## src/rtl/multicycle_alu.sv

```systemverilog
// multicycle_alu: execution-stage ALU with a valid/ready handshake on both sides.
// Logic, arithmetic and compare commands take one cycle. SLL/SRL use a serial
// one-bit-per-cycle shifter unless MULTICYCLE_ALU_BARREL_SHIFT_EN is defined,
// in which case shifts also complete in one cycle and the SHIFT path is not built.
//
// state | meaning
// IDLE  | ready for a command (in_ready=1)
// SHIFT | serial shift in progress, one bit per cycle
// DONE  | result valid, held until out_ready

package ALUType;
   typedef enum logic [3:0] {
      NONE      = 4'd0,
      ADD       = 4'd1,
      SUB       = 4'd2,
      AND       = 4'd3,
      OR        = 4'd4,
      SLL       = 4'd5,
      SRL       = 4'd6,
      LESS_THAN = 4'd7,
      EQUAL     = 4'd8
   } alu_cmd_t;
endpackage

module multicycle_alu #(
   parameter int WIDTH = 32
) (
   input  logic               clk,
   input  logic               rst,
   input  logic               in_valid,
   output logic               in_ready,
   input  ALUType::alu_cmd_t  cmd,
   input  logic [WIDTH-1:0]   a,
   input  logic [WIDTH-1:0]   b,
   input  logic [4:0]         shamt,
   output logic               out_valid,
   input  logic               out_ready,
   output logic [WIDTH-1:0]   result,
   output logic               zero
);

   typedef enum logic [1:0] {IDLE, SHIFT, DONE} state_t;

   state_t state;

`ifndef MULTICYCLE_ALU_BARREL_SHIFT_EN
   logic [WIDTH-1:0] work;
   logic [4:0]       cnt;
   logic             shift_left;
   logic [WIDTH-1:0] work_next;

   // One-bit step of the serial shifter, zero fill on both directions
   always_comb begin
      work_next = shift_left ? {work[WIDTH-2:0], 1'b0} : {1'b0, work[WIDTH-1:1]};
   end
`endif

   // Handshake flags come straight from the state register
   assign in_ready  = (state == IDLE);
   assign out_valid = (state == DONE);
   assign zero      = (result == '0);

   // Main FSM: accept in IDLE, iterate in SHIFT, hold result in DONE
   always_ff @(posedge clk) begin
      if (rst) begin
         state  <= IDLE;
         result <= '0;
`ifndef MULTICYCLE_ALU_BARREL_SHIFT_EN
         work       <= '0;
         cnt        <= '0;
         shift_left <= 1'b0;
`endif
      end else begin
         case (state)
            IDLE: begin
               if (in_valid) begin
                  state <= DONE;
                  case (cmd)
                     ALUType::ADD:       result <= a + b;
                     ALUType::SUB:       result <= a - b;
                     ALUType::AND:       result <= a & b;
                     ALUType::OR:        result <= a | b;
                     ALUType::LESS_THAN: result <= {{(WIDTH-1){1'b0}}, ($signed(a) < $signed(b))};
                     ALUType::EQUAL:     result <= {{(WIDTH-1){1'b0}}, (a == b)};
`ifdef MULTICYCLE_ALU_BARREL_SHIFT_EN
                     ALUType::SLL:       result <= b << shamt;
                     ALUType::SRL:       result <= b >> shamt;
`else
                     ALUType::SLL, ALUType::SRL: begin
                        if (shamt == 5'd0) begin
                           result <= b;
                        end else begin
                           work       <= b;
                           cnt        <= shamt;
                           shift_left <= (cmd == ALUType::SLL);
                           state      <= SHIFT;
                        end
                     end
`endif
                     default:            result <= '0;
                  endcase
               end
            end
`ifndef MULTICYCLE_ALU_BARREL_SHIFT_EN
            SHIFT: begin
               work <= work_next;
               cnt  <= cnt - 5'd1;
               if (cnt == 5'd1) begin
                  result <= work_next;
                  state  <= DONE;
               end
            end
`endif
            DONE: begin
               if (out_ready) state <= IDLE;
            end
            default: state <= IDLE;
         endcase
      end
   end

endmodule

```

## config.mk

```make
export PLATFORM = sky130hd
export DESIGN_NAME = multicycle_alu
export DESIGN_NICKNAME = d
export VERILOG_FILES = /design/src/rtl/multicycle_alu.sv
export SDC_FILE = /design/constraint.sdc
export NUM_CORES = 1
export LEC_CHECK = 0
export ABC_AREA = 1
export CORE_MARGIN = 2
export CORE_UTILIZATION = 30
export DETAILED_ROUTE_END_ITERATION = 10
export SLEW_MARGIN = 20
export SYNTH_ARGS = -nofsm -noshare
export SYNTH_HDL_FRONTEND = slang
export SYNTH_SLANG_ARGS = --single-unit
```

## constraint.sdc

```tcl
create_clock -name clk -period 5.1 [get_ports clk]
set_input_delay 1.02 -clock clk [delete_from_list [all_inputs] [get_ports clk]]
set_output_delay 1.02 -clock clk [all_outputs]
set_load 0.01 [all_outputs]
```

[After elaboration in Yosys (flattened, before gate mapping)]
Index checks and enable logic that the tools add are counted.
Word-level totals
  flip-flop bits (word level): 72
  output and inout port bits: 35
  logic and storage cells: 59
  bits of input ports: 77
Operators by class
  bitwise operators: 3
  $add $sub $neg: 3
  order comparisons: 1
  eq/ne operators: 18
  multiplexer cells: 20
  reduce and logical (&&, ||, !) cells: 9
Operators by type and width (count)
  32-bit 2-to-1 mux: 7
  32-bit case mux with 7 select lines: 1
  32-bit case mux with 2 select lines: 2
  32-bit adder: 1
  32-bit bitwise AND: 1
  32-bit == test: 1
  32-bit zero test: 1
  32-bit < comparator: 1
  32-bit bitwise OR: 1
  32-bit subtractor: 1
  4-bit by 3-bit == test with 1-bit output, second input constant: 4
  5-bit 2-to-1 mux: 3
  4-bit AND reduction: 3
  2-bit 2-to-1 mux: 5
  5-bit case mux with 2 select lines: 1
  4-bit by 2-bit == test with 1-bit output, second input constant: 2
  2-bit != test, second input constant: 3
  2-bit case mux with 3 select lines: 1
  5-bit by 1-bit == test with 1-bit output, second input constant: 1
  5-bit zero test: 1
  5-bit by 1-bit subtractor with 5-bit output, second input constant: 1
  4-bit by 1-bit == test with 1-bit output, second input constant: 1
  4-bit == test, second input constant: 1
  2-bit by 1-bit != test with 1-bit output, second input constant: 2
  8 further kinds: 8

[Logic depth before layout (Yosys ltp)]
Gate-level depths: netlist of the first run.
  depth after elaboration: 5
  mapped depth: 18

[Worst setup path before layout of the first run]
Ideal clock, no wire load.
  kind: input -> register
  from: input a[0]
  to: register result[16]
  cell stages on the path: 14
  path slack: 2.497 ns
  buffers on the path: 0
  arrival time: 2.533 ns
  setup time: 0.070 ns
  cells stage by stage: ha_1 fa_1 nand2_1 nand2_1 and2_4 nand2_1 nand2_1 inv_1 nor2_1 o21ai_0 nand3_1 nand3_1 nand2_1 a21oi_1
On the way
  longest elaborated chain between the ends: 4
  elaborated cells between the ends (all ways): 5
  classes of those cells: 2 x add/sub; 3 x mux
Ends and longest elaborated chain
  from (decl): line 33  | input logic [WIDTH-1:0] a,
  32-bit subtractor / 32-bit adder (equally long branches): line 80, 79
  32-bit case mux with 7 select lines *: line 78  | case (cmd)
  32-bit 2-to-1 mux *: line 76  | if (in_valid) begin
  32-bit case mux with 2 select lines *: line 74  | case (state)
  to (signal assigned): line 79  | ALUType::ADD: result <= a + b;
  to (signal assigned): line 80  | ALUType::SUB: result <= a - b;
  to (signal assigned): line 81  | ALUType::AND: result <= a & b;
  to (decl): line 38  | output logic [WIDTH-1:0] result,
Every way passes the cells marked *; elsewhere a longest branch is shown, timed or not. The select of a mux whose other input is x is not followed.
A chain may end at the register's enable or synchronous reset.

[Worst setup path in the final report of the first run]
  from: input b[21]
  to: register result[25]
On the way
  longest elaborated chain between the ends: 4
  elaborated cells between the ends (all ways): 5
  classes of those cells: 2 x add/sub; 3 x mux
Ends and longest elaborated chain
  from (decl): line 34  | input logic [WIDTH-1:0] b,
  32-bit subtractor / 32-bit adder (equally long branches): line 80, 79
  32-bit case mux with 7 select lines *: line 78
  32-bit 2-to-1 mux *: line 76
  32-bit case mux with 2 select lines *: line 74
Marked as above.

==> reports/qor.txt, run 1 <==
Final sum of negative setup slack: 0 ps
Shortest period the worst path allows: 3480 ps
CTS H-tree lvls: 3
FP Rows: 67
Category of the worst setup path launch point: input pin
Cell with the biggest individual delay on the critical path: clkdlybuf4s50_1
All-layer global routing usage: 21.5%
Critical-path maximum fanout: 9
Quantity of I/O buffers inserted on ports: 111
Count of placed standard cells in the final layout, fillers left out: 2,301
Most frequent cell after synthesis: nand2_1
Share of the yosys chip area belonging to registers: 14.1%
Global-route wire length before repair: 59,800 um
Clock tree from TritonCTS: built
Global placer's final weighted congestion: 0.985
Inserted Diodes: 0
Multi-input gate area in the final layout: 7050 um2
Hold WC Path Type: flip-flop to flip-flop
Final setup violation count: 0
Main flop type after synthesis: dfxtp_1
Unrepaired setup endpoints after global routing: false
DR pass1 iterations: 6
Number of hold violations in the final report: 0
Post-synth top area cell: nand2_1
Initial Util: 30.4%
Cts repair resizes: 0
Synthesized area per cell: 5.72 um2
Maximum cell stage delay along the critical path: 670 ps
Routed length per instance: 17.1 um
Number of instances in the placed design: 2,285
Worst slew margin relative to its limit: 26.6%
Total Wirelength: 39,300 um
Count of different cell masters after synthesis: 42
Routed vias/inst: 5.08
Full die area: 35,500 um2
Top cells by area in the synthesized netlist: nand2_1 (17%), dfxtp_1 (14%), ha_1 (14%), inv_1 (13%), a21oi_1 (6.6%)
Clock sink total: 72
Remaining antenna violation count: 0
Proportion of synthesized flip-flops having asynchronous set or reset: 0%
Period utilisation layout: 68.2%
Leakage power: 0.00601 uW
Die X-Extent: 188 um
Number of primary I/O pins: 112
Power density normalized to cell area: 193 nW/um2
Number of pins exceeding their max-slew limit in the final report: 0
Clock slew at reported path FFs: 60 ps
Highest clock rate: 0.287 GHz
Max-capacitance violation count: 0
Via count of the first global-routing pass: 10,800
Detailed Route Iter0 Violations: 1,235
Outcome: complete, no violations
Clock tree skew after final layout: 8.06 ps
Fraction of layout cells with a size suffix above 1: 4.64%
Overall overflow remaining after global route: 0
Post-synthesis instance total: 1,782
Source-to-sink clock delay at the later pin of the worst-skew pair: 340 ps
Synthesis Warnings: 0
Series of cell instances along the critical path: clkdlybuf4s50_1, inv_1, ha_1, nand2_1, nor2_1, nand2_1, nor2_1, nand2_1, nand3_1, nand3_1, nand3_1, nand2_1, a21oi_1
Filler instances: 3,734
Buffer type at the clock tree root: clkbuf_16
Cell area after synthesis: 10,200 um2
Via count: 11,700
Tightest Pin Transition: 1100 ps
Total nets after synthesis: 1,976
Most instantiated cells after synthesis: nand2_1 (471), inv_1 (353), a21oi_1 (135)
Endpoint required time on the critical path: 5380 ps
Buffers inserted during post-CTS setup optimization: 0
Worst-case clock buffer depth: 2
Core region area: 33,500 um2
Post-DP HPWL: 31,300 um
Signal arrival time at the worst endpoint: 3760 ps
Largest net degree at the start of global routing: 72
Crit path capture type: flip-flop
Die height: 188 um
Number of enable flip-flop cells after synthesis: 0
Net count of the finished layout: 2,042
Area growth, synth to finish: 16.9%
Hold buffer count at CTS: 0
Remaining design rule violation count: 0
Number of clock buffers inserted by TritonCTS: 9
#FFs+latches synth: 72
Area fraction of the dominant cell type after synthesis: 17.3%
Class of the most critical setup path: input pin to flip-flop
Worst-case vdd ir drop: 187 uV
Initial antenna violation count: 0
Area occupied by registers: 1440 um2
Top cell by count, worst path: nand2_1
-- power breakdown --
group	internal [uW]	leakage [uW]	switching, uW
Combinational	338	0.00527	628
Sequential	607	0.000589	38.0
Clock	439	0.000158	249
-- critical path, delay by kind of cell --
kind	cells	cell delay, ps
buffers and inverters	2	780
adders and majority gates	1	490
and+or+nand+nor	9	1290
AOI/OAI and AO/OA	1	150
-- cell usage in the layout (no fill, tap or decap), types with 5 or more instances in the layout --
cell type / instances
o21bai_1: 5
a21oi_1: 135
inv_2: 8
dfxtp_1: 72
nor2_2: 8
ha_1: 115
o21ai_1: 6
nor3_1: 12
nand3_1: 128
a31oi_1: 12
o22ai_1: 30
buf_4: 11
nand2_1: 471
nor2_4: 5
inv_1: 352
clkdlybuf4s50_1: 110
nor4_1: 10
nor2_1: 125
nand4_1: 13
clkbuf_16: 9
a21boi_0: 16
o21ai_0: 113
a211oi_1: 29
a211oi_2: 21
-- registers in the layout, summed over array words and instances, names as in the netlist --
name,flops
work,32
result,32
cnt,5
shift_left,1
state,2
-- area by class of cell --
type                            instances  area share (%)
Sequential cell                        72            12.1
Clock inverter                          6           0.693
Tap cell                              448            4.70
Multi-Input combinational cell       1282            59.2
Timing Repair Buffer                  122            9.97
Inverter                              361            11.4
Clock buffer                           10            2.00
-- worst paths after layout --
kind	start	to	slack (ps)	cells past startpoint
worst max-delay path	b[21]	result[25]$_SDFFE_PP0P_	1620	13
worst max register to register	state[0]$_SDFFE_PP0P_	work[18]$_SDFFE_PP0P_	2570	6
worst min-delay path	work[31]$_SDFFE_PP0P_	work[31]$_SDFFE_PP0P_	460	2
worst min register to register	work[31]$_SDFFE_PP0P_	work[31]$_SDFFE_PP0P_	460	2
-- cell families (layout without fill, tap and decap cells) --
family                   Yosys count  in the layout  share of synthesized area, %
flip-flops                        72             72                          14.1
AND/OR/NAND/NOR                  791            791                          32.6
AO/OA/AOI/OAI                    374            374                          21.9
buffers and inverters            428            499                          16.9
adder cells (fa/ha/maj)          117            117                          14.5
-- layer usage --
metal | global-route usage, % | wire length (um) | vias up
met5 | 0 | 0 | -
met4 | 8.29 | 1570 | 0
met3 | 2.70 | 2300 | 88
met2 | 36.0 | 18000 | 448
met1 | 28.1 | 17500 | 5347
li1 | - | - | 5813
-- per-stage QoR --
step | area [um2] | utilization (%) | setup WS [ps] | hold slack, ps | total power (uW)
2_1_floorplan | 10200 | - | 2500 | 441 | 1250
3_3_place_gp | 11600 | 34.6 | 1380 | 458 | 1590
3_5_place_dp | 11600 | 34.6 | 1350 | 462 | 1600
4_1_cts | 11900 | 35.6 | 1700 | 469 | 2290
5_1_grt | 11900 | 35.6 | 1430 | 486 | 2440
6_report | 11900 | 35.6 | 1620 | 465 | 2300
Power figures use the tool's default switching activity.
==> run 2, diff against run 1 <==
clock period = 3.3 ns   (was 5.1 ns; I/O delays follow)
==> reports/qor.txt, run 2 (synthesis results as in run 1) <==
Cts repair resizes: 0
Clock sink total: 72
Net count of the finished layout: 2,185
Period utilisation layout: 90.7%
Number of instances in the placed design: 2,428
Clock tree skew after final layout: 9.37 ps
Number of pins exceeding their max-slew limit in the final report: 0
Worst-case clock buffer depth: 2
Routed length per instance: 17.2 um
Overall overflow remaining after global route: 0
Source of the worst hold timing path: work[0]$_SDFFE_PP0P_
Hold WC Path Type: flip-flop to flip-flop
Via count of the first global-routing pass: 11,400
Clock slew at reported path FFs: 60 ps
Highest clock rate: 0.334 GHz
CTS H-tree lvls: 3
Largest net degree at the start of global routing: 75
Final core utilization: 38.9%
Initial Util: 30.4%
Power density normalized to cell area: 284 nW/um2
Die X-Extent: 188 um
Source-to-sink clock delay at the later pin of the worst-skew pair: 350 ps
Global-route wire length before repair: 63,700 um
Leakage power: 0.00671 uW
Post-DP HPWL: 34,200 um
Crit path capture type: flip-flop
Outcome: complete, no violations
Full die area: 35,500 um2
Destination of the worst register-to-register timing path: result[1]$_SDFFE_PP0P_
Initial antenna violation count: 0
Filler instances: 3,681
Die height: 188 um
Number of clock buffers inserted by TritonCTS: 9
Clock tree from TritonCTS: built
Count of placed standard cells in the final layout, fillers left out: 2,443
Max-capacitance violation count: 0
Tightest Pin Transition: 589 ps
All-layer global routing usage: 23.2%
Final setup violation count: 0
Most frequent cells in the layout: nand2_1 (471), inv_1 (353), buf_4 (147), a21oi_1 (135), nand3_1 (128)
Remaining design rule violation count: 0
Signal arrival time at the worst endpoint: 3270 ps
Global placer's final weighted congestion: 1.01
Worst Reg2Reg Path Length in Cells: 10
Routed vias/inst: 4.98
Endpoint required time on the critical path: 3580 ps
Critical-path maximum fanout: 5
Number of primary I/O pins: 112
Area growth, synth to finish: 27.8%
Total Wirelength: 42,000 um
DR pass1 iterations: 5
Met1 GRT Util: 30.4%
FP Rows: 67
Most frequent standard cell in the layout excluding fill and tap cells: nand2_1
Inserted Diodes: 0
Buffer type at the clock tree root: clkbuf_16
Shortest period the worst path allows: 2990 ps
Fraction of layout cells with a size suffix above 1: 11.3%
Buffers inserted during post-CTS setup optimization: 0
Hold path cells: 2
Category of the worst setup path launch point: input pin
Worst-case vdd ir drop: 237 uV
Unrepaired setup endpoints after global routing: false
Core region area: 33,500 um2
GRT busiest layer: met2
Remaining antenna violation count: 0
Worst Hold Path EP: work[0]$_SDFFE_PP0P_
Source of the worst register-to-register timing path: state[0]$_SDFFE_PP0P_
Hold buffer count at CTS: 0
Quantity of I/O buffers inserted on ports: 111
Number of hold violations in the final report: 0
Worst slew margin relative to its limit: 60.7%
Routing usage on met3: 2.46%
Via count: 12,200
Internal reg-to-reg setup slack: 1350 ps
Largest registers in the final layout: result: 32 flops, work: 32 flops, cnt: 5 flops
Detailed Route Iter0 Violations: 1,025
Class of the most critical setup path: input pin to flip-flop
GR Util met2: 38.8%
## run 2: changes by cell type in the layout (fill, tap and decap cells not counted), moves of 2 or more
cell | previous run | this run
nor2_2 | 8 | 10
buf_12 | 0 | 7
buf_4 | 11 | 147
nor2_4 | 5 | 3
clkinv_2 | 3 | 1
## run 2: metrics by stage
| stage | total power, uW | setup slack (ps) | setup TNS, ps | area, um2 | hold WS [ps] |
|---|---|---|---|---|---|
| 6_report | 3700 | 306 | 0 | 13000 | 469 |
| 5_1_grt | 3930 | 94.1 | 0 | 13000 | 487 |
| 4_1_cts | 3700 | 342 | 0 | 13000 | 467 |
| 3_5_place_dp | 2710 | -11.4 | -17.5 | 12800 | 458 |
| 3_3_place_gp | 2700 | -24.1 | -46.7 | 12800 | 456 |
| 2_1_floorplan | 1930 | 1060 | 0 | 10200 | 441 |
## run 2: worst max-delay path: stages
cell,delay [ps]
clkdlybuf4s50_1,540
ha_1,300
fa_1,400
nand2_1,100
nand2_1,80
and2_4,170
nand2_1,60
nand2_1,120
inv_1,140
nor2_1,90
o21ai_0,150
nand3_1,150
nand3_1,140
nand2_1,60
a21oi_1,110
## run 2: per-layer routing
layer  share of wire (%)  up-vias
met4                 4.1        0
met3                 6.0       85
met1                  44     5528
met2                  46      444
met5                   0        -
li1                    -     6100
## run 2: worst max path at each step
stage,startpoint,endpoint,slack [ps],depth (start not counted)
3_5_place_dp,b[7],result[16]$_SDFFE_PP0P_,-10,18
6_report,b[0],result[16]$_SDFFE_PP0P_,310,15
5_1_grt,b[6],result[16]$_SDFFE_PP0P_,90,16
3_3_place_gp,a[0],result[18]$_SDFFE_PP0P_,-20,16
4_1_cts,b[6],result[16]$_SDFFE_PP0P_,340,16
2_1_floorplan,a[0],result[16]$_SDFFE_PP0P_,1060,14
## run 2: final cells by class
| class | instances | area [um2] | area share (%) |
|---|---|---|---|
| clock buffer | 10 | 229 | 1.76 |
| clock inverter | 5 | 58.8 | 0.451 |
| inverter | 361 | 1360 | 10.4 |
| multi-input combinational | 1282 | 7040 | 54.0 |
| sequential | 72 | 1440 | 11.1 |
| tap | 448 | 561 | 4.30 |
| timing repair buffer | 265 | 2350 | 18.0 |
## run 2: where the power goes
group          internal [uW]  switching, uW
Sequential               938           61.7
Combinational            686           1040
Clock                    581            395
Total                   2200           1490
